[config.mk]
export PLATFORM = sky130hd
export DESIGN_NAME = decoder_3to8
export DESIGN_NICKNAME = d
export VERILOG_FILES = /design/src/rtl/decoder_pkg.sv /design/src/rtl/decoder_3to8_core.sv /design/src/rtl/decoder_3to8.sv
export SDC_FILE = /design/constraint.sdc
export NUM_CORES = 1
export LEC_CHECK = 0
export ABC_CLOCK_PERIOD_IN_PS = 800
export CAP_MARGIN = 20
export CORE_AREA = 10 10 47 49
export CTS_CLUSTER_SIZE = 40
export DETAILED_ROUTE_END_ITERATION = 16
export DIE_AREA = 0 0 57 59
export PLACE_DENSITY = 0.52
export SKIP_CTS_REPAIR_TIMING = 1
export SYNTH_ARGS = -nofsm -noshare
export SYNTH_HDL_FRONTEND = slang
export SYNTH_SLANG_ARGS = --single-unit
export TNS_END_PERCENT = 100
[constraint.sdc]
create_clock -name clk -period 0.8 [get_ports clk]
set_clock_uncertainty 0.1 [all_clocks]
set_input_delay 0.2 -clock clk [delete_from_list [all_inputs] [get_ports clk]]
set_output_delay 0.2 -clock clk [all_outputs]
set_load 0.01 [all_outputs]
[src/rtl/decoder_pkg.sv]
// Shared constants and types for the 3-to-8 line decoder.
package decoder_pkg;

    localparam int unsigned SEL_W   = 3;
    localparam int unsigned NUM_OUT = 8;

    typedef logic [SEL_W-1:0] sel_t;

endpackage : decoder_pkg

[src/rtl/decoder_3to8_core.sv]
// Combinational 3-to-8 decode: {en, a, b, c} -> one-hot vector (all-zero when disabled).
module decoder_3to8_core
    import decoder_pkg::*;
(
    input  logic               en,
    input  logic               a,
    input  logic               b,
    input  logic               c,
    output logic [NUM_OUT-1:0] onehot
);

    sel_t sel;

    assign sel = {a, b, c};

    always_comb begin
        onehot = '0;
        if (en) begin
            onehot = {{(NUM_OUT-1){1'b0}}, 1'b1} << sel;
        end
    end

endmodule : decoder_3to8_core

[src/rtl/decoder_3to8.sv]
// Registered 3-to-8 line decoder with selectable output polarity.
// Optional registered idx/vld outputs are built when DECODER_3TO8_INDEX_OUT_EN is defined.
module decoder_3to8
    import decoder_pkg::*;
#(
    parameter bit OUT_ACTIVE_LOW = 1'b0
) (
    input  logic clk,
    input  logic rst_n,
    input  logic a,
    input  logic b,
    input  logic c,
    input  logic en,
    output logic d0,
    output logic d1,
    output logic d2,
    output logic d3,
    output logic d4,
    output logic d5,
    output logic d6,
    output logic d7
`ifdef DECODER_3TO8_INDEX_OUT_EN
    ,
    output logic [SEL_W-1:0] idx,
    output logic             vld
`endif
);

    logic [NUM_OUT-1:0] next_d;
    logic [NUM_OUT-1:0] d_q;

    decoder_3to8_core u_core (
        .en     (en),
        .a      (a),
        .b      (b),
        .c      (c),
        .onehot (next_d)
    );

    // Flops always hold active-high strobes; polarity is applied after the register
    // so reset leaves every output at its idle level for either polarity.
    always_ff @(posedge clk or negedge rst_n) begin
        if (!rst_n) begin
            d_q <= '0;
        end else begin
            d_q <= next_d;
        end
    end

    assign {d7, d6, d5, d4, d3, d2, d1, d0} = d_q ^ {NUM_OUT{OUT_ACTIVE_LOW}};

`ifdef DECODER_3TO8_INDEX_OUT_EN
    sel_t idx_q;
    logic vld_q;

    always_ff @(posedge clk or negedge rst_n) begin
        if (!rst_n) begin
            idx_q <= '0;
            vld_q <= 1'b0;
        end else begin
            idx_q <= {a, b, c};
            vld_q <= en;
        end
    end

    assign idx = idx_q;
    assign vld = vld_q;
`endif

endmodule : decoder_3to8

After elaboration in Yosys (flattened, before gate mapping)
Index checks and enable logic that the tools add are counted.
{"block": "word_totals", "in_bits": 6, "word_cells": 3, "ff_bits": 8}
{"block": "op_classes", "n_mux": 1, "shifts": 1}
{"operator": "$mux W8", "n": 1}
{"operator": "$shl A1 B3 Y8 const A", "n": 1}

Depth between registers and ports, before layout
Gate-level depths: netlist of the first run.
{"block": "depth", "depth_word": 2, "depth_mapped": 1, "mapped_depth_nobuf": 1}

Cells and area by module
A second synthesis of the first run with hierarchy kept.
{"block": "hier_totals", "cells_unflattened": 16, "hier_area_um2": 295.3}
{"mod": "decoder_3to8", "n_inst": 1, "cells_each": 8, "area_each_um2": 200.2}
{"mod": "decoder_3to8_core", "n_inst": 1, "cells_each": 8, "area_each_um2": 95.1}

Least setup slack after synthesis of the first run
Ideal clock, no wire load.
{"block": "synth_path", "path_kind": "register to output", "start": "reg d_q[0]", "end": "out d0", "stages_incl_launch_ff": 1, "arrival_ns": 0.376, "path_slack_ns": 0.124, "path_cell_list": "dfrtp_1"}
{"item": "start: declaration", "line_no": "decoder_3to8.sv:30", "source": "logic [NUM_OUT-1:0] d_q;"}
{"item": "start signal: assignment", "line_no": "decoder_3to8.sv:46", "source": "d_q <= next_d;"}
{"item": "end: declaration", "line_no": "decoder_3to8.sv:14", "source": "output logic d0,"}
No word-level cell between the ends.

Worst setup path in the final report of the first run
{"block": "layout_path", "start": "reg d_q[2]", "end": "out d2"}
{"item": "end: declaration", "line_no": "decoder_3to8.sv:16", "source": "output logic d2,"}
No word-level cell between the ends.

==> impl.org, run 1 <==
** Outcome
- The flow ran to the end, but the final reports show violations.
- Failing checks :: negative setup slack

** Logic synthesis
- Synthesized Nets :: 22
- The synthesized design devotes to its leading area cell type around 68% of total area.
- Post-Synthesis Mean Instance Area :: between 15 and 20 um^2
- Most area-hungry cell type in the Yosys netlist :: sky130_fd_sc_hd__dfrtp_1
- Share of the yosys chip area belonging to registers :: approximately two thirds
- Post-Syn Instances :: 16
- Syn Std Cell Area :: roughly 300 um^2
- By area the synthesized netlist is led by sky130_fd_sc_hd__dfrtp_1 68%, sky130_fd_sc_hd__and4bb_2 13%, sky130_fd_sc_hd__and4b_2 11%, sky130_fd_sc_hd__nor4b_2 5.1%, sky130_fd_sc_hd__and4_2 3.4%.
- For this run, the number of Yosys warnings is 0.
- Number of storage elements in the synthesis netlist :: 8
- Count of unique library cells instantiated by Yosys :: 5

** Floorplan
- Measured along the y axis, the die boundary spans slightly below 60 um.
- The die is about 57 um wide.
- In this run the core area contains 14 standard-cell rows.
- Overall die area :: between 0.003 and 0.004 mm^2
- Core Region :: roughly 0.0014 mm^2
- Pin placement for this block handled 14 I/O pins.
- Effective utilization at floorplan :: between 20% and 30%

** STA
- Highest clock frequency the design can meet :: about 960 MHz
- Setup violations remaining at the end of the flow were counted as 8.
- The final-report hold violation count came to 0.
- For the final routed database, the setup TNS stands at -1795 ps.
- Slew at the pin closest to its max-slew limit :: between 200 and 250 ps
- The worst path uses 129.5% of the clock period.
- Crit path time final :: 1036 ps
- Setup repair after global routing could not meet its margin everywhere.
- In this run the tightest slew margin relative to its limit is a little over four fifths.
- Slack of the critical path :: -236.3 ps
- Max Slew Vio Count :: 0

** Critical path
- Required arrival time at the worst endpoint :: around 500 ps
- Critical Path End Type :: output pin
- STA classifies the critical path startpoint as a register.
- Standard cell with the maximum stage delay on the critical path :: sky130_fd_sc_hd__dfrtp_1
- Critical path, cell by cell :: clkbuf_2
- Broken down by cell family, the worst path's largest delay share belongs to flip-flops.
- Buffers plus inverters on the worst setup path :: 1
- The setup path with the least slack is of type register to output pin.
- Largest stage delay on the critical path :: 360 ps
- In this run the worst path has a maximum fanout of 1.
- At the worst endpoint, the arrival time is ~740 ps.

** Power
- Across the VDD grid, the largest voltage drop is about 0.0006 V.
- The analysis attributes to cell leakage a power of ~0.26 nW.
- Net load switching power :: between 0.15 and 0.2 mW
- Switching part of the total :: 20.44%
- Sequential group share of total power :: 52.3%
- Part of the power in the clock network :: 36.5%
- Gate power share :: between 10 and 15%
- Dividing total power by cell area gives a power density of 1720 mW/mm^2.
- Internal :: roughly 0.64 mW

** Layout
- Signed area change from the synthesized netlist to the final layout :: 56.96%
- Multi-input gate area in the final layout :: 96.34 um^2
- More flip-flops sit in one register than any other, and that register is d_q.
- The number of antenna diodes in the final layout is 0.
- After filler insertion, the fill cell instance count of the layout stands at 150.
- Share of cells above drive strength 1 :: roughly 61%
- Final nets :: 41
- Finished Cell Area :: about 470 um^2
- In the final layout, flip-flops and latches occupy approximately 200 um^2.
- The largest registers in the layout are d_q x8.
- The register with the most flip-flops in the layout has 8 of them.
- Final Core Density :: approximately 33%

** Clock network
- In this run, CTS created clock tree buffers numbering 3.
- CTS built an H-tree with a depth of 1.
- Clock-pin slew reported for the worst setup and hold paths after clock tree synthesis :: 50 ps
- Deepest clock path buffer count :: 2
- CTS placed an instance of sky130_fd_sc_hd__clkbuf_4 at the clock tree root.
- The tree built by TritonCTS fans out to 8 sinks.
- TritonCTS clock tree :: done

** Place
- Detailed placement ended at an HPWL of approximately 500 um.
- The congestion estimate from routability-driven global placement came to 0.6296.
- Port buffering added 13 buffers.
- Once placement finished, the instance area stood at approximately 470 um^2.
- Post-Place Worst Slack :: -492.9 ps

** Routing
- Via count normalized by instance count :: approximately 4.3
- After detailed routing, the average wire length per cell comes to between 10 and 15 um.
- For this block, the routed nets add up to between 600 and 700 um of wire.
- For this run, the detailed router's first-pass iteration total came to 1.
- For this run, design rule violations remaining after detail routing come to 0.
- DR vias :: 210
- For this block, the initial DRC count from the detailed router was 0.
- Once detail routing completed, the nets flagged for antenna violations numbered 0.

** Run
- Total of max-cap violations :: 0

** Global routing
- Maximum number of pins on one net before global-route repair :: 9
- Number of global-route vias before repair :: 257
- Number of antenna violations at the first check in global routing :: 0
- GRT Resource Usage Total :: 4.778%
- The first global-routing pass estimated about 1200 um of wire.
- For this run the aggregate overflow at the end of global routing stands at 0.

** Hold path
- Path class of the lowest-slack min-delay path :: input port to asynchronous set/reset pin
kinds of logic after synthesis:
| group | share of synthesized area, % |
|---|---|
| simple gates | 32.49 |
| flops | 67.51 |
synthesized netlist by cell type, drive strengths merged:
| cell type | instances |
|---|---|
| nor4b | 1 |
| and4 | 1 |
| and4b | 3 |
| and4bb | 3 |
| dfrtp | 8 |
power by group through the flow:
stage          Clock, mW  Sequential [mW]  Combinational [mW]
2_1_floorplan          0            0.431              0.0157
3_3_place_gp           0            0.424               0.100
3_5_place_dp           0            0.425               0.103
4_1_cts            0.312            0.418               0.103
5_1_grt            0.342            0.418               0.102
6_report           0.292            0.418              0.0902
through the flow:
stage	std cells	total power, mW	hold slack [ps]
4_1_cts	49	0.8334	176.8
3_5_place_dp	46	0.5276	433.5
2_1_floorplan	16	0.4464	-195.6
3_3_place_gp	46	0.5248	430.5
5_1_grt	49	0.8618	183.2
6_report	49	0.8005	177.0
path summary, 6_finish.rpt:
path	start	endpoint	slack [ps]	depth (start not counted)
worst max-delay path	d_q[2]	d2	-240	1
worst min-delay path	rst_n	d_q[3]	180	2
max in group asynchronous	rst_n	d_q[6]	320	2
min in group clk	a	d_q[0]	180	2
area by class of cell:
| type | count | share of cell area, % |
|---|---|---|
| flip-flops and latches | 8 | 43.01 |
| repair buffers | 14 | 27.15 |
| multi-input cells | 8 | 20.70 |
| clock buffers | 3 | 4.839 |
| well taps | 16 | 4.301 |
routing by layer:
layer / GRT usage, % / share of wire, % / vias to the layer above
met5: 0 / 0 / -
met4: 4.027 / 0 / 0
met3: 3.219 / 11 / 0
met2: 6.047 / 37 / 14
met1: 5.301 / 52 / 96
li1: - / - / 100
cells in the final DEF (no fill, tap or decap):
master,count
sky130_fd_sc_hd__and4_2,1
sky130_fd_sc_hd__clkbuf_2,7
sky130_fd_sc_hd__and4b_2,3
sky130_fd_sc_hd__buf_12,1
sky130_fd_sc_hd__buf_6,1
sky130_fd_sc_hd__nor4b_2,1
sky130_fd_sc_hd__clkbuf_4,3
sky130_fd_sc_hd__and4bb_2,3
sky130_fd_sc_hd__clkdlybuf4s50_1,1
sky130_fd_sc_hd__dfrtp_1,8
sky130_fd_sc_hd__dlymetal6s2s_1,4
(Power assumes the default switching activity.)
==> inputs of run 2 (changes only) <==
--- a/config.mk
+++ b/config.mk
@@ -8,9 +8,11 @@
 export ABC_CLOCK_PERIOD_IN_PS = 800
 export CAP_MARGIN = 20
 export CORE_AREA = 10 10 47 49
+export CTS_CLUSTER_DIAMETER = 50
 export CTS_CLUSTER_SIZE = 40
 export DETAILED_ROUTE_END_ITERATION = 16
 export DIE_AREA = 0 0 57 59
+export GPL_ROUTABILITY_DRIVEN = 0
 export PLACE_DENSITY = 0.52
 export SKIP_CTS_REPAIR_TIMING = 1
 export SYNTH_ARGS = -nofsm -noshare
==> results of run 2 <==
Final layout, timing and power as in run 1 (identical DEF).
==> inputs of run 3 (changes only) <==
--- a/config.mk
+++ b/config.mk
@@ -7,11 +7,11 @@
 export LEC_CHECK = 0
 export ABC_CLOCK_PERIOD_IN_PS = 800
 export CAP_MARGIN = 20
-export CORE_AREA = 10 10 47 49
+export CORE_AREA = 2 2 39 41
 export CTS_CLUSTER_DIAMETER = 50
 export CTS_CLUSTER_SIZE = 40
 export DETAILED_ROUTE_END_ITERATION = 16
-export DIE_AREA = 0 0 57 59
+export DIE_AREA = 0 0 41 43
 export GPL_ROUTABILITY_DRIVEN = 0
 export PLACE_DENSITY = 0.52
 export SKIP_CTS_REPAIR_TIMING = 1
==> impl.org, run 3 (synthesis results as in run 1) <==
** Outcome
- Run status :: complete, but fails checks (unchanged)
- Failing checks :: negative setup slack (unchanged)

** Layout
- The count of antenna diodes in the layout is 0 (unchanged).
- The total area of multi-input combinational cells came to 96.34 um^2 (unchanged).
- Share of cells above drive strength 1 :: 61.76% (was 60.61%)
- The synthesis-to-finish area growth came to 53.16% (was 56.96%).
- Finished Cell Area :: 454.2 um^2 (was 465.4 um^2)
- Registers with the most flip-flops :: d_q x8 (unchanged)
- Count of placed standard cells in the final layout, fillers left out :: 50 (was 49)
- The number of flip-flops in the largest register is 8 (unchanged).
- The sequential cell area was 200.2 um^2 (unchanged).
- Commonest cells after routing, fill and taps aside :: 8 x sky130_fd_sc_hd__dfrtp_1, 8 x sky130_fd_sc_hd__clkbuf_2, 4 x sky130_fd_sc_hd__dlymetal6s2s_1 (was 8 x sky130_fd_sc_hd__dfrtp_1, 7 x sky130_fd_sc_hd__clkbuf_2, 4 x sky130_fd_sc_hd__dlymetal6s2s_1)
- The register ranked first by flip-flop count was d_q (unchanged).
- Final nets :: 42 (was 41)
- Number of filler instances in the final layout :: 143 (was 150)

** Routing
- The final wirelength is 520 um (was 658 um).
- The count of unresolved DRC violations after routing was 0 (unchanged).
- First-pass detailed-route iteration total :: 1 (unchanged)
- The vias after detailed routing was 212 (was 210).
- Wirelength per Cell :: 10.40 um (was 13.43 um)
- The via-per-instance ratio came to 4.240 (was 4.286).
- Violation count after the first detailed-route iteration :: 0 (unchanged)
- The post-detailed-route count of antenna-violating nets was 0 (unchanged).

** Power
- Maximum vdd ir drop :: 0.0004938 V (was 0.0006078 V)
- Post-layout power :: 0.7875 mW (was 0.8005 mW)
- Static leakage power :: 0.2596 nW (was 0.2609 nW)
- The power per cell area came to 1734 mW/mm^2 (was 1720 mW/mm^2).

** Clock network
- Root cell of the clock tree :: sky130_fd_sc_hd__clkbuf_4 (unchanged)
- TritonCTS clock tree :: done (unchanged)
- Clock-pin slew reported for the worst setup and hold paths after clock tree synthesis :: 50 ps (about the same)
- The CTS sink count was 8 (unchanged).
- Deepest clock path buffer count :: 2 (unchanged)
- The CTS H-tree depth was 1 (unchanged).
- The CTS buffer count came to 3 (unchanged).

** Floorplan
- Standard-cell row count :: 14 (unchanged)
- The overall die height was 43 um (was 59 um).
- Count of pins on the block boundary :: 14 (unchanged)
- Overall die area :: 0.001763 mm^2 (was 0.003363 mm^2)
- The effective utilization at floorplan came to 21.43% (was 21.16%).
- Horizontal die dimension :: 41 um (was 57 um)
- Core Region :: 0.001384 mm^2 (was 0.001401 mm^2)

** Global routing
- GRT Resource Usage Total :: 8.316% (was 4.778%)
- Maximum number of pins on one net before global-route repair :: 9 (unchanged)
- Wire length of the first global-routing pass :: 855 um (was 1242 um)
- Grt ovf :: 0 (unchanged)
- The initial antenna violation count is 0 (unchanged).
- The number of global-route vias before repair is 194 (was 257).

** STA
- Max-slew headroom at the worst pin :: 84.75% (was 83.71%)
- Final hold violation count :: 0 (unchanged)
- The number of max-slew violations in the final report was 0 (unchanged).
- The final critical-path required period came to 1025 ps (was 1036 ps).
- Final setup violation count :: 8 (unchanged)
- Final period utilization :: 128.1% (was 129.5%)
- The maximum clock frequency came to 975.9 MHz (was 965.0 MHz).
- RSZ-0062 raised after global routing :: true (unchanged)
- The transition time at the pin with the least slew margin came to 228.4 ps (was 244.0 ps).
- Slack of the critical path :: -224.7 ps (was -236.3 ps)

** Place
- The placed wire-length estimate after detailed placement came to 408.9 um (was 513.1 um).
- The placed cell count was 47 (was 46).
- The placement-stage cell area came to 461.7 um^2 (was 466.7 um^2).
- Total of buffers placed on input and output ports :: 13 (unchanged)

** Critical path
- The endpoint type of the worst setup path was an output pin (unchanged).
- The critical path data arrival time was 720 ps (was 740 ps).
- CP delay by family, top :: flip-flops (unchanged)
- The largest fanout on the critical path was 1 (unchanged).
- The highest cell delay on the worst timing path was 360 ps (about the same).
- The kind of critical path was register to output pin (unchanged).
- Buffers plus inverters on the worst setup path :: 1 (unchanged)
- Standard cell with the maximum stage delay on the critical path :: sky130_fd_sc_hd__dfrtp_1 (unchanged)
- Required arrival time at the worst endpoint :: 500 ps (about the same)
- The critical path launch point type was a register (unchanged).
- Critical path, cell by cell :: clkbuf_2 (unchanged)

** Hold path
- Path class of the lowest-slack min-delay path :: input port to asynchronous set/reset pin (unchanged)

** Run
- Total of max-cap violations :: 0 (unchanged)
run 3: cell count changes in the layout (fill, tap and decap cells not counted):
| cell | before | now |
|---|---|---|
| sky130_fd_sc_hd__buf_4 | 0 | 2 |
| sky130_fd_sc_hd__clkbuf_2 | 7 | 8 |
| sky130_fd_sc_hd__buf_6 | 1 | 0 |
| sky130_fd_sc_hd__buf_12 | 1 | 0 |
run 3: final cells by class:
type                    instances  area share (%)
flip-flops and latches          8           44.08
repair buffers                 15           25.34
multi-input cells               8           21.21
clock buffers                   3           4.959
well taps                      16           4.408
run 3: layer usage:
| metal | global-route usage [%] | part of all wire (%) | vias up |
|---|---|---|---|
| met5 | 0 | 0 | - |
| met4 | 12.00 | 0 | 0 |
| met3 | 3.141 | 9.8 | 0 |
| met2 | 10.31 | 51 | 10 |
| met1 | 8.306 | 39 | 100 |
| li1 | - | - | 102 |
run 3: through the flow:
| stage | util (%) | TNS [ps] | hold WS, ps | setup WS, ps |
|---|---|---|---|---|
| global route | 32.82 | -2024 | 163.6 | -259.6 |
| detailed placement | 33.36 | -6284 | 415.4 | -479.0 |
| finish | 32.82 | -1726 | 152.9 | -224.7 |
| global placement | 33.36 | -6095 | 405.9 | -456.4 |
| CTS | 34.99 | -6324 | 150.8 | -618.9 |
| floorplan | - | 0 | -195.6 | 124.4 |
run 3: path summary, 6_finish.rpt:
kind,from,end,depth (start not counted)
min in group clk,a,d_q[0],2
max,d_q[4],d4,1
min,rst_n,d_q[2],2
max in group asynchronous,rst_n,d_q[5],2
run 3: where the power goes:
group          total [mW]  internal [mW]  switching, mW
Combinational      0.0828         0.0460         0.0368
Clock               0.287          0.170          0.116
Sequential          0.418          0.416        0.00228
Total               0.788          0.632          0.156
